`src/rtl/watch_reload.sv`:
```
// Time-of-day/calendar counter (sec..month) from a sampled 1200 Hz timebase, with per-field edit strobes; quarter-hour pulse when WATCH_RELOAD_MIN15_EN is defined.
// Latency: baud edge to prescaler 3 cycles, fields update 1 cycle after sec_tick; no backpressure (free-running).
module watch_reload #(
  parameter int TICKS_PER_SEC  = 1200,
  parameter int DAYS_PER_MONTH = 30
) (
  input  logic       MH50,
  input  logic       rst,
  input  logic       baud_clk,
  input  logic       edit,
  input  logic       Esec,
  input  logic       Emin,
  input  logic       Ehour,
  input  logic       Eday,
  input  logic       Emonths,
  output logic [5:0] Hsec,
  output logic [5:0] Hmin,
  output logic [4:0] Hhour,
  output logic [4:0] Hday,
  output logic [3:0] Hmon,
  output logic       min15
);

  localparam logic [10:0] PRESC_MAX = 11'(TICKS_PER_SEC - 1);
  localparam logic [4:0]  DAY_MAX   = 5'(DAYS_PER_MONTH - 1);

  logic [6:0]  async_in;
  logic [6:0]  sync_q1;
  logic [6:0]  sync_q2;
  logic [5:0]  prev_q;
  logic        edit_s;
  logic        baud_rise;
  logic [4:0]  step;
  logic        sec_tick;
  logic [10:0] presc;
  logic [10:0] presc_nxt;
  logic [5:0]  sec_nxt;
  logic [5:0]  min_nxt;
  logic [4:0]  hour_nxt;
  logic [4:0]  day_nxt;
  logic [3:0]  mon_nxt;
  logic        sec_last;
  logic        min_last;
  logic        hour_last;
  logic        day_last;
  logic        mon_last;

  assign async_in  = {baud_clk, edit, Emonths, Eday, Ehour, Emin, Esec};
  assign edit_s    = sync_q2[5];
  // edit is a level, so only the timebase and the strobes keep a previous-value flop
  assign baud_rise = sync_q2[6] & ~prev_q[5];
  assign step      = sync_q2[4:0] & ~prev_q[4:0] & {5{edit_s}};

  always_ff @(posedge MH50) begin
    if (rst) begin
      sync_q1 <= '0;
      sync_q2 <= '0;
      prev_q  <= '0;
      presc   <= '0;
      Hsec    <= '0;
      Hmin    <= '0;
      Hhour   <= '0;
      Hday    <= '0;
      Hmon    <= '0;
    end else begin
      sync_q1 <= async_in;
      sync_q2 <= sync_q1;
      prev_q  <= {sync_q2[6], sync_q2[4:0]};
      presc   <= presc_nxt;
      Hsec    <= sec_nxt;
      Hmin    <= min_nxt;
      Hhour   <= hour_nxt;
      Hday    <= day_nxt;
      Hmon    <= mon_nxt;
    end
  end

  always_comb begin
    sec_last  = (Hsec == 6'd59);
    min_last  = (Hmin == 6'd59);
    hour_last = (Hhour == 5'd23);
    day_last  = (Hday == DAY_MAX);
    mon_last  = (Hmon == 4'd11);

    sec_tick  = baud_rise && !edit_s && (presc == PRESC_MAX);
    presc_nxt = presc;
    if (baud_rise && !edit_s) begin
      presc_nxt = (presc == PRESC_MAX) ? 11'd0 : presc + 11'd1;
    end

    sec_nxt  = Hsec;
    min_nxt  = Hmin;
    hour_nxt = Hhour;
    day_nxt  = Hday;
    mon_nxt  = Hmon;

    if (sec_tick) begin
      // full carry chain resolves in a single cycle
      sec_nxt = sec_last ? 6'd0 : Hsec + 6'd1;
      if (sec_last) begin
        min_nxt = min_last ? 6'd0 : Hmin + 6'd1;
        if (min_last) begin
          hour_nxt = hour_last ? 5'd0 : Hhour + 5'd1;
          if (hour_last) begin
            day_nxt = day_last ? 5'd0 : Hday + 5'd1;
            if (day_last) begin
              mon_nxt = mon_last ? 4'd0 : Hmon + 4'd1;
            end
          end
        end
      end
    end else begin
      // edit steps wrap within their own field and never carry
      if (step[0]) sec_nxt  = sec_last  ? 6'd0 : Hsec + 6'd1;
      if (step[1]) min_nxt  = min_last  ? 6'd0 : Hmin + 6'd1;
      if (step[2]) hour_nxt = hour_last ? 5'd0 : Hhour + 5'd1;
      if (step[3]) day_nxt  = day_last  ? 5'd0 : Hday + 5'd1;
      if (step[4]) mon_nxt  = mon_last  ? 4'd0 : Hmon + 4'd1;
    end
  end

`ifdef WATCH_RELOAD_MIN15_EN
  logic quarter;

  always_comb begin
    quarter = sec_tick && (sec_nxt == 6'd0) &&
              ((min_nxt == 6'd0) || (min_nxt == 6'd15) ||
               (min_nxt == 6'd30) || (min_nxt == 6'd45));
  end

  always_ff @(posedge MH50) begin
    if (rst) begin
      min15 <= 1'b0;
    end else begin
      min15 <= quarter;
    end
  end
`else
  assign min15 = 1'b0;
`endif

endmodule

```
`config.mk`:
```
export PLATFORM = sky130hd
export DESIGN_NAME = watch_reload
export DESIGN_NICKNAME = d
export VERILOG_FILES = /design/src/rtl/watch_reload.sv
export SDC_FILE = /design/constraint.sdc
export NUM_CORES = 1
export LEC_CHECK = 0
export BUFFER_PORTS_ARGS = -buffer_cell sky130_fd_sc_hd__buf_2
export CAP_MARGIN = 20
export CORE_ASPECT_RATIO = 1.5
export CORE_MARGIN = 2
export CORE_UTILIZATION = 35
export DETAILED_ROUTE_END_ITERATION = 10
export GPL_TIMING_DRIVEN = 0
export SYNTH_ARGS = -nofsm -noshare
export SYNTH_HDL_FRONTEND = slang
export SYNTH_SLANG_ARGS = --single-unit
```
`constraint.sdc`:
```
create_clock -name MH50 -period 3 [get_ports MH50]
set_input_delay 0.6 -clock MH50 [delete_from_list [all_inputs] [get_ports MH50]]
set_output_delay 0.6 -clock MH50 [all_outputs]
set_load 0.01 [all_outputs]
```
==> results of run 1 <==
[area by class of cell]
type                    count  area (µm²)
plain buffers              11        53.8
clock buffers              11         141
clock inverters             4        20.0
fillers                   706        3960
inverters                   5        18.8
multi-input cells         198        1250
flip-flops and latches     57        1140
well taps                  78        97.6
repair buffers             33         165
[worst max path at each step]
stage,from,end,slack [ns],cells after the start
final,Hsec[0],Hhour[3],0.53,7
after global routing,Hsec[0],Hhour[4],0.35,7
after CTS,Hsec[0],Hhour[3],0.52,7
after detailed placement,Hsec[0],Hhour[3],0.53,7
after global placement,Hsec[0],Hhour[3],0.58,7
after floorplan,Hsec[0],Hhour[3],0.78,7
[kinds of logic after synthesis]
kind of cell	share of synthesized area [%]
other	0.152
muxes	2.49
DFF	46.3
adders and majority gates	3.55
xor gates and xnor gates	2.84
and+or+nand+nor	26.8
buffers and inverters	2.95
AOI/OAI and AO/OA	14.9
[state kept, by name (all words and copies together), names as in the netlist]
signal / flops
presc: 11
Hsec: 6
prev_q: 6
Hhour: 5
Hday: 5
Hmon: 4
Hmin: 6
sync_q2: 7
sync_q1: 7
[cell usage in the layout, fill, tap and decap left out, types with 5 or more instances in the layout]
master    instances
buf_2            34
nand2_1          28
dfxtp_1          57
nand3_1          11
a21oi_1          21
mux2i_1           5
clkbuf_8         10
o21ai_0          14
clkbuf_1          8
nor2b_1          22
a311oi_1          6
ha_1              7
nand3b_1          7
nor2_1           19
xor2_1            6
[stage by stage]
step	cell area, µm²	instances	util, %	power (µW)
after floorplan	2460	271	-	822
after CTS	2890	397	42.1	1440
after global routing	2890	397	42.1	1490
after detailed placement	2730	382	39.8	837
final	2890	397	42.1	1420
after global placement	2730	382	39.8	836
[critical path: cells and delay by family (launching register included)]
kind / cells / cell delay, ns
simple gates: 3 / 0.99
flops: 1 / 0.39
compound gates: 2 / 0.58
buf+inv: 1 / 0.18
fa+ha+maj: 1 / 0.27
[routing by layer]
metal / vias up / part of all wire [%] / wire length [µm]
met3: 8 / 4.9 / 245
met2: 54 / 49 / 2450
met5: - / 0 / 0
met4: 0 / 2.0 / 98
li1: 1065 / - / -
met1: 961 / 44 / 2210
[power breakdown]
part           switching (µW)  internal (µW)  total, µW
clock                     290            311        601
sequential               5.13            770        775
combinational            25.6           18.6       44.2
==> reports/summary.txt, run 1 <==
STATUS
--------------------------------------------------------------------------------
Outcome                                                             complete, no violations

CLOCKING
--------------------------------------------------------------------------------
Buffers from clock root to sink, at most                                       2
Worst-path clk slew                                                      0.07 ns
Number of buffers added for setup after CTS                                    0
Clock tree from TritonCTS                                                    yes
Hold-fix buffer count after cts                                                0
Clock latency on the worst-skew pair                                     0.33 ns
Cells resized by post-CTS repair                                               0
CTS Root Buffer Type                                                    clkbuf_8
Num CTS Buffers                                                                9
Total clock sinks                                                             57
Number of levels in the clock H-tree                                           3

YOSYS
--------------------------------------------------------------------------------
Syn nets                                                                     287
Post-Synthesis Cells                                                         271
Asr flop ratio synth                                                          0%
Number of synthesized register bits                                           57
Post-synth top area cell                                                 dfxtp_1
Average size of a mapped cell                                           9.09 µm²
Most common cell in the netlist                                          dfxtp_1
Portion of the post-synthesis area used by sequential elements             46.3%
Most frequent cells after synthesis                                 57 x dfxtp_1, 28 x nand2_1, 22 x nor2b_1, 21 x a21oi_1, 19 x nor2_1
Number of synthesized flops with an enable pin                                 0
Area of the mapped netlist                                              2460 µm²
Most frequently used flop master after synthesis                         dfxtp_1
Post-synth top area share                                                  46.3%
Yosys synthesis warning count                                                  0
Cell types with the largest area share after synthesis              dfxtp_1 46%, nor2b_1 5.6%, a21oi_1 4.3%, nand2_1 4.3%, ha_1 3.6%
Count of distinct cell types in the synthesized netlist                       53

GLOBAL ROUTING
--------------------------------------------------------------------------------
Global-route wire length before repair                                   8.34 mm
Met1 track demand over resource                                            15.7%
Number of antenna violations at the first check in global routing              0
GR Layer Usage met2                                                        22.3%
Most used routing layer in global routing                                   met2
Global router's overall resource usage                                     13.9%
Met3 Track Usage GR                                                        4.51%
Vias in the first global route                                              1893
Largest net degree at the start of global routing                             11
Congestion Overflow GR                                                         0

WORST SETUP PATH
--------------------------------------------------------------------------------
Longest individual stage delay on the worst path                         0.53 ns
CP Data Required Time                                                    3.26 ns
Maximum fanout count along the critical path                                  10
Startpoint of the worst register-to-register path                        Hsec[0]
Cell depth of the worst flop-to-flop path                                      7
Critical Path Source Type                                               register
Crit path DAT                                                            2.73 ns
Endpoint kind of the worst setup timing path                            register
End of the worst register-to-register path                              Hhour[3]
Cell-by-cell listing of the critical path                           ha_1, nand3b_1, or2_2, clkbuf_1, o31a_1, or4_1, a21oi_1
Setup slack of the most critical reg-to-reg path                         0.53 ns
Max stage delay cell, worst path                                           or4_1
Classification of the worst setup path                                reg -> reg

STA
--------------------------------------------------------------------------------
Min Hold Slack                                                          0.435 ns
Maximum clock frequency                                                  405 MHz
Number of endpoints failing setup at the final stage                           0
Total Neg Setup Slack                                                       0 ns
Final clock skew                                                      0.00752 ns
Final Max Slew Viols                                                           0
Worst Slack Setup Final                                                 0.530 ns
Setup repair after global routing missed its margin                        false
Transition time of the tightest slew-check pin                          0.766 ns
Relative slew margins                                                      48.6%
Period utilization                                                         82.3%
Tmin final                                                               2.47 ns
Final-report hold violation count                                              0

RUN
--------------------------------------------------------------------------------
Max-cap violations                                                             0

POWER AND IR DROP
--------------------------------------------------------------------------------
Worst supply voltage drop on vdd                                        0.188 mV
Power density over cell area                                          492 nW/µm²
Leakage power total                                                   0.00116 µW

ROUTING
--------------------------------------------------------------------------------
Total via count after detailed routing                                      2088
Post-Route WL                                                            5.01 mm
Post-route antenna net violation count                                         0
Vias per Instance                                                           5.26
Iteration count of the initial detailed-routing pass                           4
Post-route DRC violation count                                                 0
Initial detailed-routing violation count                                      71
Per-cell routed wire length                                              12.6 µm

LAYOUT
--------------------------------------------------------------------------------
Fraction of layout instances using a drive strength above 1                18.2%
Synthesis-to-finish area growth                                            17.2%
Antenna cell count                                                             0
Layout net count                                                             331

MIN PATH
--------------------------------------------------------------------------------
Kind of path behind the tightest hold check                           reg -> reg
Hold Path End                                                         sync_q2[2]
Min-Delay Path Depth                                                           1
Hold_sp                                                               sync_q1[2]

FLOORPLANNING
--------------------------------------------------------------------------------
Ports                                                                         36
Initial core utilization                                                   36.0%
Row count                                                                     37
Area of the die                                                         7740 µm²
Die width                                                                72.5 µm
Die height                                                                107 µm
Area inside the core boundary                                           6850 µm²

PLACE
--------------------------------------------------------------------------------
Post-detail-place hpwl                                                   3.54 mm
Worst slack at placement                                                0.534 ns
Final weighted congestion in routability-driven placement                  0.786
Port Buffers                                                                  33

(Power assumes the default switching activity.)
==> run 2: changes to the inputs <==
Settings changed: ABC_AREA set to 1.
Clock period 3 ns to 2.3 ns, I/O delays scaled along.
==> reports/summary.txt, run 2 <==
FLOORPLANNING
---------------------------------------------------------------------------------
Die width                                                                 74.8 µm   +3.2%
Area of the die                                                          8250 µm²   +6.6%
Ports                                                                          36   unchanged
Area inside the core boundary                                            7270 µm²   +6.2%
Row count                                                                      38   +2.7%
Die height                                                                 110 µm   +3.3%
Initial core utilization                                                    36.2%   +0.27 points

STA
---------------------------------------------------------------------------------
Setup repair after global routing missed its margin                         false
Tmin final                                                                1.75 ns   -0.719 ns
Total Neg Setup Slack                                                        0 ns   unchanged
Worst Slack Setup Final                                                  0.549 ns   +0.0193 ns
Maximum clock frequency                                                   571 MHz   +41%
Relative slew margins                                                       56.1%   +7.4 points
Final clock skew                                                       0.00834 ns   +0.000814 ns
Final Max Slew Viols                                                            0   unchanged
Transition time of the tightest slew-check pin                           0.659 ns   -0.106 ns
Number of endpoints failing setup at the final stage                            0   unchanged
Final-report hold violation count                                               0   unchanged
Period utilization                                                          76.1%   -6.2 points

WORST SETUP PATH
---------------------------------------------------------------------------------
Stages on worst setup path                                                      8   +1
Max stage delay cell, worst path                                          dfxtp_1
Cell-by-cell listing of the critical path                            ha_1, nand3_1, nor2_1, nand4_1, nand2_1, nand2_1, nand2_1, a21oi_1
Classification of the worst setup path                                 reg -> reg
Crit path DAT                                                             1.96 ns   -0.77 ns
CP Data Required Time                                                     2.51 ns   -0.75 ns
Startpoint of the worst register-to-register path                         Hsec[1]
End of the worst register-to-register path                                Hmon[1]
Longest individual stage delay on the worst path                          0.37 ns   -0.16 ns
Critical Path Source Type                                                register
Maximum fanout count along the critical path                                    7   -3
CP delay by family, top                                              simple AND/OR/NAND/NOR gates
Number of buffer and inverter instances along the worst setup path              0   -1
Setup slack of the most critical reg-to-reg path                          0.55 ns   +0.02 ns
Crit-path most repeated cell                                              nand2_1
Endpoint kind of the worst setup timing path                             register
Cell depth of the worst flop-to-flop path                                       8   +1

GLOBAL ROUTING
---------------------------------------------------------------------------------
Congestion Overflow GR                                                          0   unchanged
Global-route wire length before repair                                    9.16 mm   +9.8%
Largest net degree at the start of global routing                              11   unchanged
Vias in the first global route                                               2082   +10%
Number of antenna violations at the first check in global routing               0   unchanged
Global router's overall resource usage                                      14.8%   +0.90 points

LAYOUT
---------------------------------------------------------------------------------
Antenna cell count                                                              0   unchanged
Fraction of layout instances using a drive strength above 1                 18.8%   +0.64 points
Final cell count without fillers                                              509   +28%
Most frequent cells in the layout                                    62 x nor2_1, 58 x nand2_1, 57 x dfxtp_1
Synthesis-to-finish area growth                                             19.9%
Max FFs per register                                                           11   unchanged
Largest registers in the final layout                                presc x11, sync_q1 x7, sync_q2 x7
Top reg by flops                                                            presc
Final design utilization                                                    43.4%   +1.3 points
Most common cell after layout, fill and taps aside                         nor2_1
Layout net count                                                              420   +27%
Area of all placed cells without fillers                                 3160 µm²   +9.4%

PLACE
---------------------------------------------------------------------------------
Post-detail-place hpwl                                                    4.06 mm   +15%
Port Buffers                                                                   34   +3.0%
Worst slack at placement                                                 0.582 ns   +0.0480 ns
Final weighted congestion in routability-driven placement                   0.817   +4.0%
Number of cells after detailed placement                                      493   +29%
Placement Cell Area                                                      2930 µm²   +7.5%

POWER AND IR DROP
---------------------------------------------------------------------------------
Clock share of power                                                        49.8%   +7.5 points
Power density over cell area                                           682 nW/µm²   +39%
Worst supply voltage drop on vdd                                         0.380 mV   +100%
Switching share of power                                                    21.4%   -1.2 points
Switching power                                                            460 µW   +44%
Leakage power total                                                    0.00139 µW   +20%
Power share of the sequential group                                         47.1%   -7.5 points
Cell-internal power                                                       1690 µW   +54%
Combinational Power Share                                                    3.1%   about the same

YOSYS
---------------------------------------------------------------------------------
Asr flop ratio synth                                                           0%   unchanged
Portion of the post-synthesis area used by sequential elements              43.3%   -3.0 points
Post-synth top area share                                                   43.3%   -3.0 points
Cell types with the largest area share after synthesis               dfxtp_1 43%, nand3_1 8.9%, nor2_1 8.8%, nand2_1 8.3%, a21oi_1 6.1%
Yosys synthesis warning count                                                   0   unchanged
Average size of a mapped cell                                            7.34 µm²   -19%
Most frequent cells after synthesis                                  62 x nor2_1, 58 x nand2_1, 57 x dfxtp_1, 47 x nand3_1, 38 x inv_1
Number of synthesized flops with an enable pin                                  0   unchanged
Area of the mapped netlist                                               2640 µm²   +7.0%
Post-Synthesis Cells                                                          359   +32%
Most frequently used flop master after synthesis                          dfxtp_1
Number of synthesized register bits                                            57   unchanged
Post-synth top area cell                                                  dfxtp_1
Count of distinct cell types in the synthesized netlist                        28   -47%
Most common cell in the netlist                                            nor2_1
Syn nets                                                                      375   +31%

ROUTING
---------------------------------------------------------------------------------
Post-Route WL                                                             5.48 mm   +9.5%
Per-cell routed wire length                                               10.8 µm   -15%
Post-route antenna net violation count                                          0   unchanged
Post-route DRC violation count                                                  0   unchanged
Vias per Instance                                                            4.60   -12%
Initial detailed-routing violation count                                      120   +69%
Total via count after detailed routing                                       2343   +12%
Iteration count of the initial detailed-routing pass                            4   unchanged

CLOCKING
---------------------------------------------------------------------------------
Num CTS Buffers                                                                 9   unchanged
Clock tree from TritonCTS                                                     yes
CTS Root Buffer Type                                                     clkbuf_8
Buffers from clock root to sink, at most                                        2   unchanged
Number of levels in the clock H-tree                                            3   unchanged
Number of buffers added for setup after CTS                                     0   unchanged
Total clock sinks                                                              57   unchanged
Cells resized by post-CTS repair                                                0   unchanged
Clock latency on the worst-skew pair                                      0.35 ns   +0.02 ns
Hold-fix buffer count after cts                                                 0   unchanged
Worst-path clk slew                                                       0.06 ns   about the same

MIN PATH
---------------------------------------------------------------------------------
Kind of path behind the tightest hold check                             in -> reg
Min-Delay Path Depth                                                            3   +2
Hold Path End                                                          sync_q1[3]
Hold_sp                                                                      Eday

STATUS
---------------------------------------------------------------------------------
Outcome                                                              complete, no violations

RUN
---------------------------------------------------------------------------------
Max-cap violations                                                              0   unchanged

run 2: cell types whose count changed in the layout (fill, tap and decap cells not counted), moves of 6 or more:
cell / delta
a21oi_1: +11
a311oi_1: -6
clkbuf_1: -6
inv_1: +34
nand2_1: +30
nand2_4: +6
nand3_1: +36
nand3b_1: -7
nor2_1: +43
nor2b_1: -22
o21ai_0: -10
run 2: worst max-delay path by stage:
stage / startpoint / end / slack, ns
after floorplan: Hhour[0] / Hmon[3] / 0.75
after global placement: Hmin[0] / Hday[0] / 0.57
after detailed placement: Hmin[0] / Hday[0] / 0.58
after CTS: Hsec[0] / Hmon[3] / 0.55
after global routing: Hsec[0] / Hmon[1] / 0.36
final: Hsec[1] / Hmon[1] / 0.55
run 2: worst reg2reg max path: cells and delay by family, from the launching register on:
family	cells	cell delay, ns
adders and majority gates	1	0.25
DFF	1	0.37
and+or+nand+nor	6	0.94
AOI/OAI and AO/OA	1	0.06
run 2: logic make-up after synthesis:
logic type               count (synthesis)  share of synthesized area [%]
AO/OA/AOI/OAI                           38                           7.36
other                                    1                          0.142
buffers and inverters                   48                           7.03
XOR/XNOR                                11                           3.66
AND/OR/NAND/NOR                        197                           35.2
flip-flops                              57                           43.3
adder cells (fa/ha/maj)                  7                           3.32
run 2: final cells by class:
type                    instances  area [µm²]
fillers                       760        4120
multi-input cells             254        1310
flip-flops and latches         57        1140
repair buffers                 34         170
inverters                      43         163
clock buffers                  11         151
well taps                     100         125
clock inverters                 5        77.6
plain buffers                   5        22.5
run 2: layer usage:
layer  vias up  part of all wire, %  global-route usage, %
met3        10                  4.4                   4.00
li1       1236                    -                      -
met2        41                   51                   24.8
met5         -                    0                      0
met4         0                  2.9                   10.2
met1      1056                   42                   15.8
run 2: power groups by stage:
| stage | Sequential [µW] | Clock [µW] | Combinational, µW |
|---|---|---|---|
| after floorplan | 1030 | 0 | 46.7 |
| after global placement | 1040 | 0 | 67.7 |
| after detailed placement | 1040 | 0 | 68.5 |
| after CTS | 1010 | 1100 | 68.9 |
| after global routing | 1010 | 1140 | 80.3 |
| final | 1010 | 1070 | 67.5 |
run 2: stage by stage:
step	power (µW)	hold slack [ns]
floorplan	1080	0.388
global placement	1100	0.390
detailed placement	1100	0.395
CTS	2180	0.295
global route	2240	0.314
finish	2150	0.310
